--- config.mk ---
export PLATFORM = sky130hd
export DESIGN_NAME = decode_pipe
export DESIGN_NICKNAME = d
export VERILOG_FILES = /design/src/rtl/decode_pipe.sv
export SDC_FILE = /design/constraint.sdc
export NUM_CORES = 1
export LEC_CHECK = 0
export ABC_CLOCK_PERIOD_IN_PS = 1570
export CORE_MARGIN = 2
export CORE_UTILIZATION = 37
export DETAILED_ROUTE_END_ITERATION = 8
export PLACE_DENSITY_LB_ADDON = 0.05
export SLEW_MARGIN = 30
export SYNTH_ARGS = -nofsm -noshare
export SYNTH_HDL_FRONTEND = slang
export SYNTH_SLANG_ARGS = --single-unit
--- constraint.sdc ---
create_clock -name clk -period 1.57 [get_ports clk]
set_input_delay 0.157 -clock clk [delete_from_list [all_inputs] [get_ports clk]]
set_output_delay 0.157 -clock clk [all_outputs]
set_load 0.1 [all_outputs]
--- src/rtl/decode_pipe.sv ---
// Single-entry instruction decode stage between fetch and execute.
// Optional load-use interlock and bubble counter enabled by DECODE_HAZARD_EN.
module decode_pipe #(
  parameter int XLEN = 32,
  parameter int CNTW = 16
) (
  input  logic            clk,
  input  logic            rst,
  input  logic            f_valid,
  output logic            f_ready,
  input  logic [XLEN-1:0] f_inst,
  input  logic [XLEN-1:0] f_pc,
  input  logic            flush,
  output logic            e_valid,
  input  logic            e_ready,
  output logic [XLEN-1:0] e_pc,
  output logic [5:0]      e_opc,
  output logic [4:0]      e_ra,
  output logic [4:0]      e_rb,
  output logic [4:0]      e_rd,
  output logic [XLEN-1:0] e_imm,
  output logic [3:0]      e_alu_op,
  output logic            e_we,
  output logic            e_ld,
  output logic            e_str,
  output logic            e_brn,
  output logic            e_addi,
  output logic            e_illegal,
  output logic [CNTW-1:0] bubble_cnt
);

  localparam logic [5:0] OPC_ADD   = 6'd0;
  localparam logic [5:0] OPC_SUB   = 6'd1;
  localparam logic [5:0] OPC_AND   = 6'd2;
  localparam logic [5:0] OPC_OR    = 6'd3;
  localparam logic [5:0] OPC_XOR   = 6'd4;
  localparam logic [5:0] OPC_NOT   = 6'd5;
  localparam logic [5:0] OPC_SHL   = 6'd6;
  localparam logic [5:0] OPC_SHR   = 6'd7;
  localparam logic [5:0] OPC_ADDI  = 6'd8;
  localparam logic [5:0] OPC_LT    = 6'd9;
  localparam logic [5:0] OPC_GT    = 6'd10;
  localparam logic [5:0] OPC_LOAD  = 6'd11;
  localparam logic [5:0] OPC_STORE = 6'd12;
  localparam logic [5:0] OPC_CTRL  = 6'd13;

  localparam logic [4:0] SUB_JMP = 5'd0;
  localparam logic [4:0] SUB_BEQ = 5'd1;
  localparam logic [4:0] SUB_BLT = 5'd2;
  localparam logic [4:0] SUB_BGT = 5'd3;

  logic [5:0]      opc_s;
  logic [4:0]      ra_s;
  logic [4:0]      rb_s;
  logic [4:0]      rd_s;
  logic [XLEN-1:0] imm_s;
  logic [3:0]      alu_op_s;
  logic            illegal_s;
  logic            we_s;
  logic            ld_s;
  logic            str_s;
  logic            brn_s;
  logic            addi_s;
  logic            hazard_s;
  logic            accept_s;

  assign opc_s = f_inst[31:26];
  assign ra_s  = f_inst[25:21];
  assign rb_s  = f_inst[20:16];
  assign rd_s  = f_inst[15:11];
  assign imm_s = {{(XLEN-11){f_inst[10]}}, f_inst[10:0]};

  // Opcode decode: ALU operation select and legality.
  always_comb begin
    alu_op_s  = 4'd0;
    illegal_s = 1'b0;
    case (opc_s)
      OPC_ADD, OPC_SUB, OPC_AND, OPC_OR,
      OPC_XOR, OPC_NOT, OPC_SHL, OPC_SHR: alu_op_s = opc_s[3:0];
      OPC_ADDI, OPC_LOAD, OPC_STORE:      alu_op_s = 4'd0;
      OPC_LT:                             alu_op_s = 4'd9;
      OPC_GT:                             alu_op_s = 4'd10;
      OPC_CTRL: begin
        case (rd_s)
          SUB_JMP, SUB_BEQ: alu_op_s  = 4'd0;
          SUB_BLT:          alu_op_s  = 4'd9;
          SUB_BGT:          alu_op_s  = 4'd10;
          default:          illegal_s = 1'b1;
        endcase
      end
      default: illegal_s = 1'b1;
    endcase
  end

  // Side-effect flags are forced low for illegal encodings.
  assign we_s   = !illegal_s & (opc_s <= OPC_LOAD);
  assign ld_s   = !illegal_s & (opc_s == OPC_LOAD);
  assign str_s  = !illegal_s & (opc_s == OPC_STORE);
  assign brn_s  = !illegal_s & (opc_s == OPC_CTRL);
  assign addi_s = !illegal_s & (opc_s == OPC_ADDI);

`ifdef DECODE_HAZARD_EN
  logic uses_rb_s;

  // Load-use detection against the entry currently held for execute.
  always_comb begin
    uses_rb_s = 1'b0;
    case (opc_s)
      OPC_ADD, OPC_SUB, OPC_AND, OPC_OR, OPC_XOR,
      OPC_SHL, OPC_SHR, OPC_LT, OPC_GT, OPC_STORE: uses_rb_s = 1'b1;
      OPC_CTRL: uses_rb_s = (rd_s >= SUB_BEQ) & (rd_s <= SUB_BGT);
      default:  uses_rb_s = 1'b0;
    endcase
    hazard_s = f_valid & e_valid & e_ld &
               ((e_rd == ra_s) | (uses_rb_s & (e_rd == rb_s)));
  end

  // Saturating count of cycles stalled by the interlock while execute could drain.
  always_ff @(posedge clk) begin
    if (rst) begin
      bubble_cnt <= {CNTW{1'b0}};
    end else if (f_valid & (!e_valid | e_ready) & hazard_s &
                 (bubble_cnt != {CNTW{1'b1}})) begin
      bubble_cnt <= bubble_cnt + {{(CNTW-1){1'b0}}, 1'b1};
    end else begin
      bubble_cnt <= bubble_cnt;
    end
  end
`else
  assign hazard_s = 1'b0;

  // Interlock absent: counter stays at zero.
  always_ff @(posedge clk) begin
    bubble_cnt <= {CNTW{1'b0}};
  end
`endif

  assign f_ready  = !rst & (!e_valid | e_ready) & !hazard_s & !flush;
  assign accept_s = f_valid & f_ready;

  // Execute-side holding register; fields persist when valid drops.
  always_ff @(posedge clk) begin
    if (rst) begin
      e_valid   <= 1'b0;
      e_pc      <= {XLEN{1'b0}};
      e_opc     <= 6'd0;
      e_ra      <= 5'd0;
      e_rb      <= 5'd0;
      e_rd      <= 5'd0;
      e_imm     <= {XLEN{1'b0}};
      e_alu_op  <= 4'd0;
      e_we      <= 1'b0;
      e_ld      <= 1'b0;
      e_str     <= 1'b0;
      e_brn     <= 1'b0;
      e_addi    <= 1'b0;
      e_illegal <= 1'b0;
    end else if (accept_s) begin
      e_valid   <= 1'b1;
      e_pc      <= f_pc;
      e_opc     <= opc_s;
      e_ra      <= ra_s;
      e_rb      <= rb_s;
      e_rd      <= rd_s;
      e_imm     <= imm_s;
      e_alu_op  <= alu_op_s;
      e_we      <= we_s;
      e_ld      <= ld_s;
      e_str     <= str_s;
      e_brn     <= brn_s;
      e_addi    <= addi_s;
      e_illegal <= illegal_s;
    end else if (flush | e_ready) begin
      e_valid   <= 1'b0;
    end else begin
      e_valid   <= e_valid;
    end
  end

endmodule
### Yosys cells after proc, flatten, opt, wreduce, memory -nomap -nowiden

Index checks and enable logic that the tools add are counted.

* ROM bits: 0
* register bits after elaboration: 75
* bits in latches: 0
* bits in writable memories: 0
* memories kept: 0

* muxes and demuxes: 6
* reduce and logical (&&, ||, !) cells: 10
* shift operators: 0
* $add $sub $neg: 0
* $lt $le $gt $ge: 1
* div/mod/pow operators: 0
* bitwise logic cells: 10
* equality and inequality tests: 16
* $mul: 0

Operator list (count)
* $eq A6 B4 Y1 const B: 6
* $eq A6 B3 Y1 const B: 4
* $pmux W4 S4: 1
* $reduce_or A13 Y1: 1
* $eq A6 B2 Y1 const B: 2
* $eq A5 B2 Y1 const B: 2
* $and A1 B1 Y1: 8
* $pmux W4 S2: 1
* $reduce_or A8 Y1: 1
* $eq A6 B1 Y1 const B: 1
* $le A6 B4 Y1 const B: 1
* $logic_not A6 Y1: 1
* $eq A5 B1 Y1 const B: 1
* $logic_not A5 Y1: 1
* $logic_not A1 Y1: 4
* $reduce_or A4 Y1: 1
* $mux W1: 3
* $or A1 B1 Y1: 2
* $pmux W1 S2: 1
* $reduce_bool A2 Y1: 1

### Logic depth before layout (Yosys ltp)

* word-level depth: 6
* gate-level depth with buffers: 6

### Worst setup path after synthesis

OpenSTA, ideal clock, no wires.

* path type: reg-to-output
* start: register e_valid
* end: output port f_ready
* required time: 1413 ps
* arrival time: 2959 ps
* setup slack: -1546 ps
* cell stages (with the launch flop): 3
* cells stage by stage: dfxtp_1 nor2b_1 nor3_1

* cells in the longest elaborated chain, start to end: 4

Ends and longest elaborated chain
* from (decl): line 14 `output logic e_valid,`
* from (signal assigned): line 176 `e_valid <= e_valid;`
* $logic_not A1 Y1: line 138 `assign f_ready = !rst & (!e_valid | e_ready) & !hazard_s & !flush;`
* $or A1 B1 Y1: line 138
* $and A1 B1 Y1 (2 in series): line 138
* to (decl): line 10 `output logic f_ready,`

Every way passes these cells.

### Worst setup path after layout

* start: input port f_inst[31]
* end: register e_addi

* cells in the longest elaborated chain, start to end: 5
* elaborated cells on any way between the ends: 18

Ends and longest elaborated chain
* from (decl): line 11 `input logic [XLEN-1:0] f_inst,`
* $eq A6 B4 Y1, or another cell as far along: line 77 `case (opc_s)`
* $reduce_or A13 Y1 (no source line)
* $pmux W1 S2: line 77
* $logic_not A1 Y1: line 100 `assign addi_s = !illegal_s & (opc_s == OPC_ADDI);`
* $and A1 B1 Y1 *: line 100
* to (signal assigned): line 171 `e_addi <= addi_s;`
* to (decl): line 27 `output logic e_addi,`

Every way passes the cells marked *; elsewhere a longest branch is shown, timed or not.
A chain may end at the register's enable or synchronous reset.

==> metrics <==
nets@finish=between 600 and 700; final slew viol count=0; dpl ws=-0.242 ns; non-filler cells, final=646; Post-synth EDFFs=0; CTS Hold Bufs=0; Reg2Reg Capture Point=e_brn; most common cell after layout, fill and taps aside=nand2_1; RePlAce Congestion=0.817; Routed WL=a little under 9000 um; slowest library cell on the worst path=or4b_4; synthesis-stage register bit count=75; Die Y=94.6 um; Hold Violations, Final=0; Antenna Cells=0; M2 GR Usage=34.3%; worst r2r src=e_valid; Syn Inst Count=391; antenna violations before repair=0; Critical Path AT=1.74 ns; Worst Reg-to-Reg Cells=4; Power Density=about 900 nW/um2; Setup CP Type=in -> reg; drt first pass iters=4; site row count=33; TritonCTS clock tree=yes; Hold Startpoint=rst; Setup TNS=0 ns; Worst Setup Start Kind=input pin; Worst-Skew Late Latency=0.34 ns; placed cell area=roughly 5700 um2; largest net degree at the start of global routing=75; Static Leak=0.00223 uW; clock skew=about 0.0074 ns; post-synthesis cell area=3040 um2; hold path depth=3; drt wl/cell=13.9 um; total clock sinks=75; max-cap viol count=0; GRT overflow=0; drt drc=0; post-CTS setup buffers=0; H-tree levels=3; Setup violations, final=0; Top FF cell, synth=dfxtp_1; num ports=182; DP Cell Count=between 600 and 700; R2R setup slack=0.14 ns; Tmin final=roughly 1.5 ns; crit-path max cell delay=0.52 ns; Root Buffer=clkbuf_8; Die Area=8940 um2; Synth-to-Final Area Change=94.6%; Layout Cell Area excl Fill=5910 um2; GRT Max-Usage Layer=met2; share of layout cells above drive strength 1=between 20% and 30%; vias after detailed routing=between 3000 and 4000; number of buffers created by CTS=9; Req. time, crit path=1.84 ns; achievable clock frequency=679 MHz; Netlist cell types=31; critical path cell sequence=clkdlybuf4s50_1, or4b_4, or4_1, a21oi_1; Hold Path Class=in -> reg; Synth Area per Inst=7.76 um2; first-pass GRT wire length=14200 um; Initial Util=37.5%; Overall Global Routing Usage=between 20% and 30%; Peak VDD IR=0.586 mV; Worst Hold Path EP=e_valid; met1 track demand over resource=23.7%; DPL Wire Length=6350 um; status=completed; final worst slack=0.0964 ns; vias per inst=4.68; FFs w/ async S/R, synth=0%; Yosys warning count=0; Max Root-Sink Buffers=2; Clk pin slew, worst setup/hold paths=roughly 0.070 ns; post-CTS resize count=0; vias in the first global route=~2900; relative slew slack=46.0%; most frequent cells in the layout=138 x nand2_1, 100 x buf_12, 73 x dfxtp_1; PortBufs=165; Antenna Nets Post-Route=0; met3 Usage GRT=between 7 and 8%; Die Wd=94.6 um; CP Max Fanout=3; DR iter-0 viols=110; Tcrit/Tclk final=93.9%; Slew @ Worst Pin=0.810 ns; crit end category=flip-flop; register area share after synthesis=about half; Core Area=about 8000 um2
[flip-flops by register name, indices dropped and copies added, names as in the netlist, 4 cells and up]
signal	cells
e_rb	5
e_ra	5
e_alu_op	4
e_rd	5
e_imm	11
e_pc	32
e_opc	6
[critical path, delay by kind of cell]
| kind | cells | cell delay (ns) |
|---|---|---|
| simple gates | 2 | 0.94 |
| buf+inv | 1 | 0.48 |
| compound gates | 1 | 0.16 |
[how the worst max path moves through the flow]
stage | startpoint | end | depth (start not counted)
after floorplan | e_valid | e_brn | 6
after global placement | f_inst[31] | e_brn | 4
after detailed placement | f_inst[31] | e_alu_op[3] | 5
after CTS | f_inst[31] | e_alu_op[1] | 5
after global routing | f_inst[31] | e_alu_op[1] | 5
final | f_inst[31] | e_addi | 4
[through the flow]
stage                     utilization [%]  total power [uW]  hold slack [ns]
after floorplan                         -              2980            0.280
after global placement               69.8              3530            0.445
after detailed placement             69.8              3540            0.458
after CTS                            72.9              5310           0.0993
after global routing                 73.0              5470            0.122
final                                73.0              5270            0.107
[per-layer routing]
layer	wire [um]	up-vias
met2	4450	113
li1	-	1501
met5	0	-
met4	95	0
met1	3580	1401
met3	823	9
[cell type report]
| cell class | count | area, um2 |
|---|---|---|
| Clock buffer | 12 | 176 |
| Clock inverter | 3 | 67.6 |
| Fill cell | 614 | 2190 |
| Inverter | 4 | 15.0 |
| Multi-Input combinational cell | 263 | 1210 |
| Sequential cell | 75 | 1510 |
| Tap cell | 105 | 131 |
| Timing Repair Buffer | 184 | 2800 |
[kinds of logic after synthesis]
| group | share of synthesized area [%] |
|---|---|
| buffers and inverters | 13.4 |
| flip-flops | 49.5 |
| AND/OR/NAND/NOR | 22.6 |
| AO/OA/AOI/OAI | 14.1 |
| other | 0.124 |
| XOR/XNOR | 0.289 |
[power breakdown]
| part | leakage, uW | total [uW] | internal [uW] | switching (uW) |
|---|---|---|---|---|
| clock network | 0.000120 | 1770 | 1070 | 701 |
| logic | 0.00150 | 1470 | 518 | 956 |
| registers | 0.000610 | 2020 | 1960 | 59.6 |
[cells in the mapped netlist (2+ instances only)]
library cell  instances  area (um2)
a21oi_1              71         355
nand3_1               2        10.0
a32oi_1               2        17.5
clkbuf_1             24        90.1
or3_1                 2        12.5
dfxtp_1              75        1500
nand3b_1              2        15.0
nand2_1             138         518
o21ai_0               5        25.0
nor2_1                5        18.8
buf_4                38         285
inv_1                 4        15.0
or4_1                 2        15.0
nor3_1                4        20.0
No activity file was read; power rests on OpenSTA's default activity.
